### src/rtl/instr_encoder.sv
// Instruction encoder: packs a field bundle into a 32-bit instruction word.
// Legal words are buffered in a 4-entry FIFO and drained through a
// valid/ready output port. An I-format bundle whose immediate does not fit
// in a signed 16-bit field is dropped and flagged with a one-cycle range_err
// pulse.
module instr_encoder (
  input  logic        clk,
  input  logic        rst,
  input  logic        in_valid,
  output logic        in_ready,
  input  logic        in_imm_sel,
  input  logic [2:0]  in_alu_op,
  input  logic [4:0]  in_rd,
  input  logic [4:0]  in_rs1,
  input  logic [4:0]  in_rs2,
  input  logic [31:0] in_imm,
  output logic        out_valid,
  input  logic        out_ready,
  output logic [31:0] out_instr,
  output logic        range_err,
  output logic [2:0]  fifo_level,
  output logic [15:0] issued_count
);

  logic [31:0] mem [4];
  logic [1:0]  wr_ptr;
  logic [1:0]  rd_ptr;
  logic [2:0]  level;
  logic [31:0] encoded;
  logic        imm_legal;
  logic        accept;
  logic        push;
  logic        pop;

  // Build the instruction word from the incoming fields
  always_comb begin
    encoded = {2'b00, in_imm_sel, in_alu_op, in_rd, in_rs1, 16'h0000};
    if (in_imm_sel) begin
      encoded[15:0] = in_imm[15:0];
    end else begin
      encoded[15:0] = {in_rs2, 11'h000};
    end
  end

  // The immediate must sign-extend cleanly from bit 15
  assign imm_legal = (in_imm[31:15] == '0) || (in_imm[31:15] == '1);

  // in_ready depends only on the registered level, so a full FIFO refuses
  // input even in a cycle where the head is being popped
  assign in_ready   = (level != 3'd4);
  assign accept     = in_valid && in_ready;
  assign push       = accept && (!in_imm_sel || imm_legal);
  assign out_valid  = (level != 3'd0);
  assign pop        = out_valid && out_ready;
  assign fifo_level = level;
  assign out_instr  = out_valid ? mem[rd_ptr] : 32'h0000_0000;

  // FIFO storage: write the encoded word at the tail on a push
  always_ff @(posedge clk) begin
    if (rst) begin
      for (int i = 0; i < 4; i++) begin
        mem[i] <= 32'h0000_0000;
      end
    end else if (push) begin
      mem[wr_ptr] <= encoded;
    end
  end

  // Pointer, occupancy and issue-counter bookkeeping
  always_ff @(posedge clk) begin
    if (rst) begin
      wr_ptr       <= 2'd0;
      rd_ptr       <= 2'd0;
      level        <= 3'd0;
      issued_count <= 16'h0000;
    end else begin
      if (push) begin
        wr_ptr <= wr_ptr + 2'd1;
      end
      if (pop) begin
        rd_ptr       <= rd_ptr + 2'd1;
        issued_count <= issued_count + 16'd1;
      end
      case ({push, pop})
        2'b10:   level <= level + 3'd1;
        2'b01:   level <= level - 3'd1;
        default: level <= level;
      endcase
    end
  end

  // One-cycle error pulse for an accepted I-format bundle with a bad immediate
  always_ff @(posedge clk) begin
    if (rst) begin
      range_err <= 1'b0;
    end else begin
      range_err <= accept && in_imm_sel && !imm_legal;
    end
  end

endmodule

### config.mk
export PLATFORM = sky130hd
export DESIGN_NAME = instr_encoder
export DESIGN_NICKNAME = d
export VERILOG_FILES = /design/src/rtl/instr_encoder.sv
export SDC_FILE = /design/constraint.sdc
export NUM_CORES = 1
export LEC_CHECK = 0
export BUFFER_PORTS_ARGS = -buffer_cell sky130_fd_sc_hd__buf_2
export CAP_MARGIN = 20
export CELL_PAD_IN_SITES_DETAIL_PLACEMENT = 0
export CELL_PAD_IN_SITES_GLOBAL_PLACEMENT = 2
export CORE_ASPECT_RATIO = 0.9
export CORE_UTILIZATION = 38
export CTS_CLUSTER_SIZE = 8
export DETAILED_ROUTE_END_ITERATION = 12
export GPL_TIMING_DRIVEN = 0
export PLACE_DENSITY = 0.87
export REMOVE_ABC_BUFFERS = 1
export SYNTH_ARGS = -nofsm -noshare
export SYNTH_HDL_FRONTEND = slang
export SYNTH_SLANG_ARGS = --single-unit
### constraint.sdc
create_clock -name clk -period 4.9 [get_ports clk]
set_input_delay 0.98 -clock clk [delete_from_list [all_inputs] [get_ports clk]]
set_output_delay 0.98 -clock clk [all_outputs]
set_load 0.005 [all_outputs]
==> flow_summary.ini <==
[status]
outcome = completed

[pwr]
power_switching_share_pct = 27.3
net-switching-power_mw = 0.952
power_density_nw_per_um2 = 432
power_frac_clock_pct = 34.4
vdd_ir_drop_max_mv = 0.269
power_frac_seq_pct = 43.5
total_leakage_power_nw = 3.12
combinationalPowerShare_pct = 22.1
internal-power_mw = 2.53

[critical_path]
crit_path_max_incr_delay_ns = 0.60
cp.buffers_inverters = 3
path_delay_family = simple AND/OR/NAND/NOR gates
worst-setup-path-type = in2reg
timing.critical_path.to_type = flip-flop
critical_path.most_common_cell = sky130_fd_sc_hd__or3_1
timing.critical_path.cells = buf_2, or3_1, or3_1, a21oi_1, inv_1, o21bai_4, buf_16
timing.critical_path.arrival_ns = 3.33
crit_required_ns = 5.02
cp_max_fo = 16
timing.critical_path.slowest_stage_cell = sky130_fd_sc_hd__o21bai_4
setup.worst_path.start_class = input pin

[clocking]
cts_tree = done
cts_buffer_depth = 2
cts_setup_buffers = 0
clock-root-buffer = sky130_fd_sc_hd__clkbuf_16
clock_sinks = 146
postCtsHoldBufs = 0
cts-htree-levels = 4
cts.reportedPaths.clkPinSlew_ns = 0.06
clk_latency_ns = 0.41
tritoncts.num_buffers = 17
cts-resized-gates = 0

[global_route]
grt_first_pass_wirelength_mm = 22.5
largest_net_degree_at_the_start_of_global_routing = 34
globalRoute.totalOverflow = 0
antenna_found_initial = 1
number_of_global_route_vias_before_repair = 4304
grt_util_all_layers_pct = 17.1

[synthesis]
post_synth_inst_count = 497
ys.warnings.count = 0
asyncSetResetFlopFracSynth_pct = 0
synth_edf_count = 120
synth_seq_area_share_pct = 62.4
synth-main-ff-cell = sky130_fd_sc_hd__edfxtp_1
post_synth.cell_area_avg_um2 = 13.3
synth-seq-cells = 146
netlist_area_um2 = 6610
synth_cell_type_count = 43

[layout]
multi_input_area_um2 = 2380
number_of_antenna_cells_inserted = 0
filler_cell_count = 1539
layout.nets = 663
most_used_cells_in_the_layout_excluding_fill_and_tap_cells = sky130_fd_sc_hd__edfxtp_1 (120), sky130_fd_sc_hd__buf_2 (106), sky130_fd_sc_hd__nor2_1 (88)
final_common_cell = sky130_fd_sc_hd__edfxtp_1
layout-area-overhead-vs-synth_pct = 21.8
total_area_of_sequential_cells_um2 = 4130
layout-drive-gt1-share_pct = 30.3
finalNonFillerCells = 853
final_design_area_no_fill_um2 = 8050
utilization_pct = 47.5

[drt]
firstDrtPassIters = 4
antenna_left = 0
routed_wl_mm = 14.4
wl_per_cell_um = 16.9
drcViolationCount = 0
detail_route.vias_per_cell = 5.00
num_vias = 4268
drt-initial-drc-count = 246

[timing]
max-slew-margin-rel_pct = 30.7
rsz0062_at_grt = no
max_slew.worst_pin.slew_ns = 1.04
slew_violations = 0
final_period_minus_worst_setup_slack_ns = 3.22
final.period_utilization_pct = 65.7
fin_skew_ns = 0.0103
max_freq_mhz = 311
timing_hold_violations_final = 0
timing.final.setup_violations = 0

[placed_design]
dpl.hpwl_mm = 9.13
finalWeightedCongestion = 0.718
postPlaceCellArea_um2 = 7490
numPlacedInstances = 820
port_buffers = 106

[job]
max_cap_viol_count = 0

[floorplan]
initial_utilization_pct = 39.0
io-pin-count = 109
row_count = 45
die-area_um2 = 17900
die_height_um = 127
core_region_area_um2 = 16900
floorplan.die.width_um = 141

[hold_path]
worst_min_delay_path_class = reg2reg
## per-stage QoR
step                setup WS [ns]  hold WS [ns]  total power [mW]  TNS (ns)
floorplan                   0.813         0.468              1.95         0
global route                 1.56         0.514              3.64         0
detailed placement           1.25         0.475              2.33         0
CTS                          1.68         0.486              3.52         0
finish                       1.68         0.484              3.48         0
global placement           -0.659         0.464              2.25    -49.54
## path summary, 6_finish.rpt
kind	depth (start not counted)	endpoint	from	slack, ns
setup / recovery	7	mem[2][18]$_SDFFCE_PN0P_	in_imm[28]	1.68
hold / removal	2	issued_count[15]$_SDFFE_PP0P_	issued_count[15]$_SDFFE_PP0P_	0.48
setup reg to reg	10	fifo_level[2]$_SDFFE_PP0P_	fifo_level[2]$_SDFFE_PP0P_	2.23
hold reg to reg	2	issued_count[15]$_SDFFE_PP0P_	issued_count[15]$_SDFFE_PP0P_	0.48
## metal layers
| metal | vias to the layer above | global-route usage [%] | part of all wire (%) |
|---|---|---|---|
| li1 | 2003 | - | - |
| met1 | 2140 | 21.2 | 43 |
| met2 | 115 | 29.0 | 50 |
| met3 | 10 | 4.91 | 5.4 |
| met4 | 0 | 5.05 | 0.80 |
| met5 | - | 0 | 0 |
## cell families (layout without fill, tap and decap cells)
kind of cell / count (synthesis) / count (layout) / share of synthesized area (%)
AO/OA/AOI/OAI: 25 / 25 / 3.25
buffers and inverters: 32 / 152 / 2.16
other: 1 / 2 / 0.0567
AND/OR/NAND/NOR: 237 / 237 / 18.1
adder cells (fa/ha/maj): 3 / 3 / 0.681
XOR/XNOR: 17 / 17 / 2.25
multiplexers: 36 / 36 / 11.1
flip-flops: 146 / 146 / 62.4
## registers in the layout (all words and copies together) (netlist names), named ones only
register      flops
mem             120
issued_count     16
fifo_level        3
rd_ptr            2
wr_ptr            2
range_err         1
## worst register-to-register path, stage by stage, from the launching register on
cell and delay (ns):
sky130_fd_sc_hd__dfxtp_1 0.39, sky130_fd_sc_hd__or3b_2 0.50, sky130_fd_sc_hd__nand2_1 0.15, sky130_fd_sc_hd__a21oi_1 0.09
sky130_fd_sc_hd__inv_1 0.22, sky130_fd_sc_hd__ha_1 0.23, sky130_fd_sc_hd__inv_1 0.06, sky130_fd_sc_hd__fa_1 0.37
sky130_fd_sc_hd__xor2_1 0.16, sky130_fd_sc_hd__or3_1 0.31, sky130_fd_sc_hd__a21oi_1 0.14
## power by group through the flow
stage | logic, mW | registers (mW) | clock network, mW
final | 0.771 | 1.51 | 1.20
after global routing | 0.849 | 1.53 | 1.27
after CTS | 0.790 | 1.52 | 1.21
after detailed placement | 0.788 | 1.54 | 0
after global placement | 0.662 | 1.59 | 0
after floorplan | 0.405 | 1.55 | 0
## Yosys cell counts, drive strengths merged (4+ instances only)
master  instances  area share, %
and2           86            8.1
and4            4           0.53
edfxtp        120             54
mux2i           5           0.76
buf             9           0.85
nor2           88            5.0
nand4           5           0.47
xor2           14            1.9
nand3           5           0.38
inv             6           0.34
dfxtp          26            7.9
nand2          28            1.6
a21oi           8           0.61
mux4           30             10
o21ai           4           0.30
clkbuf         17           0.96
or3             7           0.66
## cell type report
cell class | count | area share (%)
inverters | 6 | 0.280
clock buffers | 19 | 5.38
repair buffers | 114 | 8.52
well taps | 235 | 3.65
clock inverters | 13 | 1.38
flip-flops and latches | 146 | 51.3
multi-input cells | 320 | 29.5
Note: power is estimated with default switching activity, not from simulation.
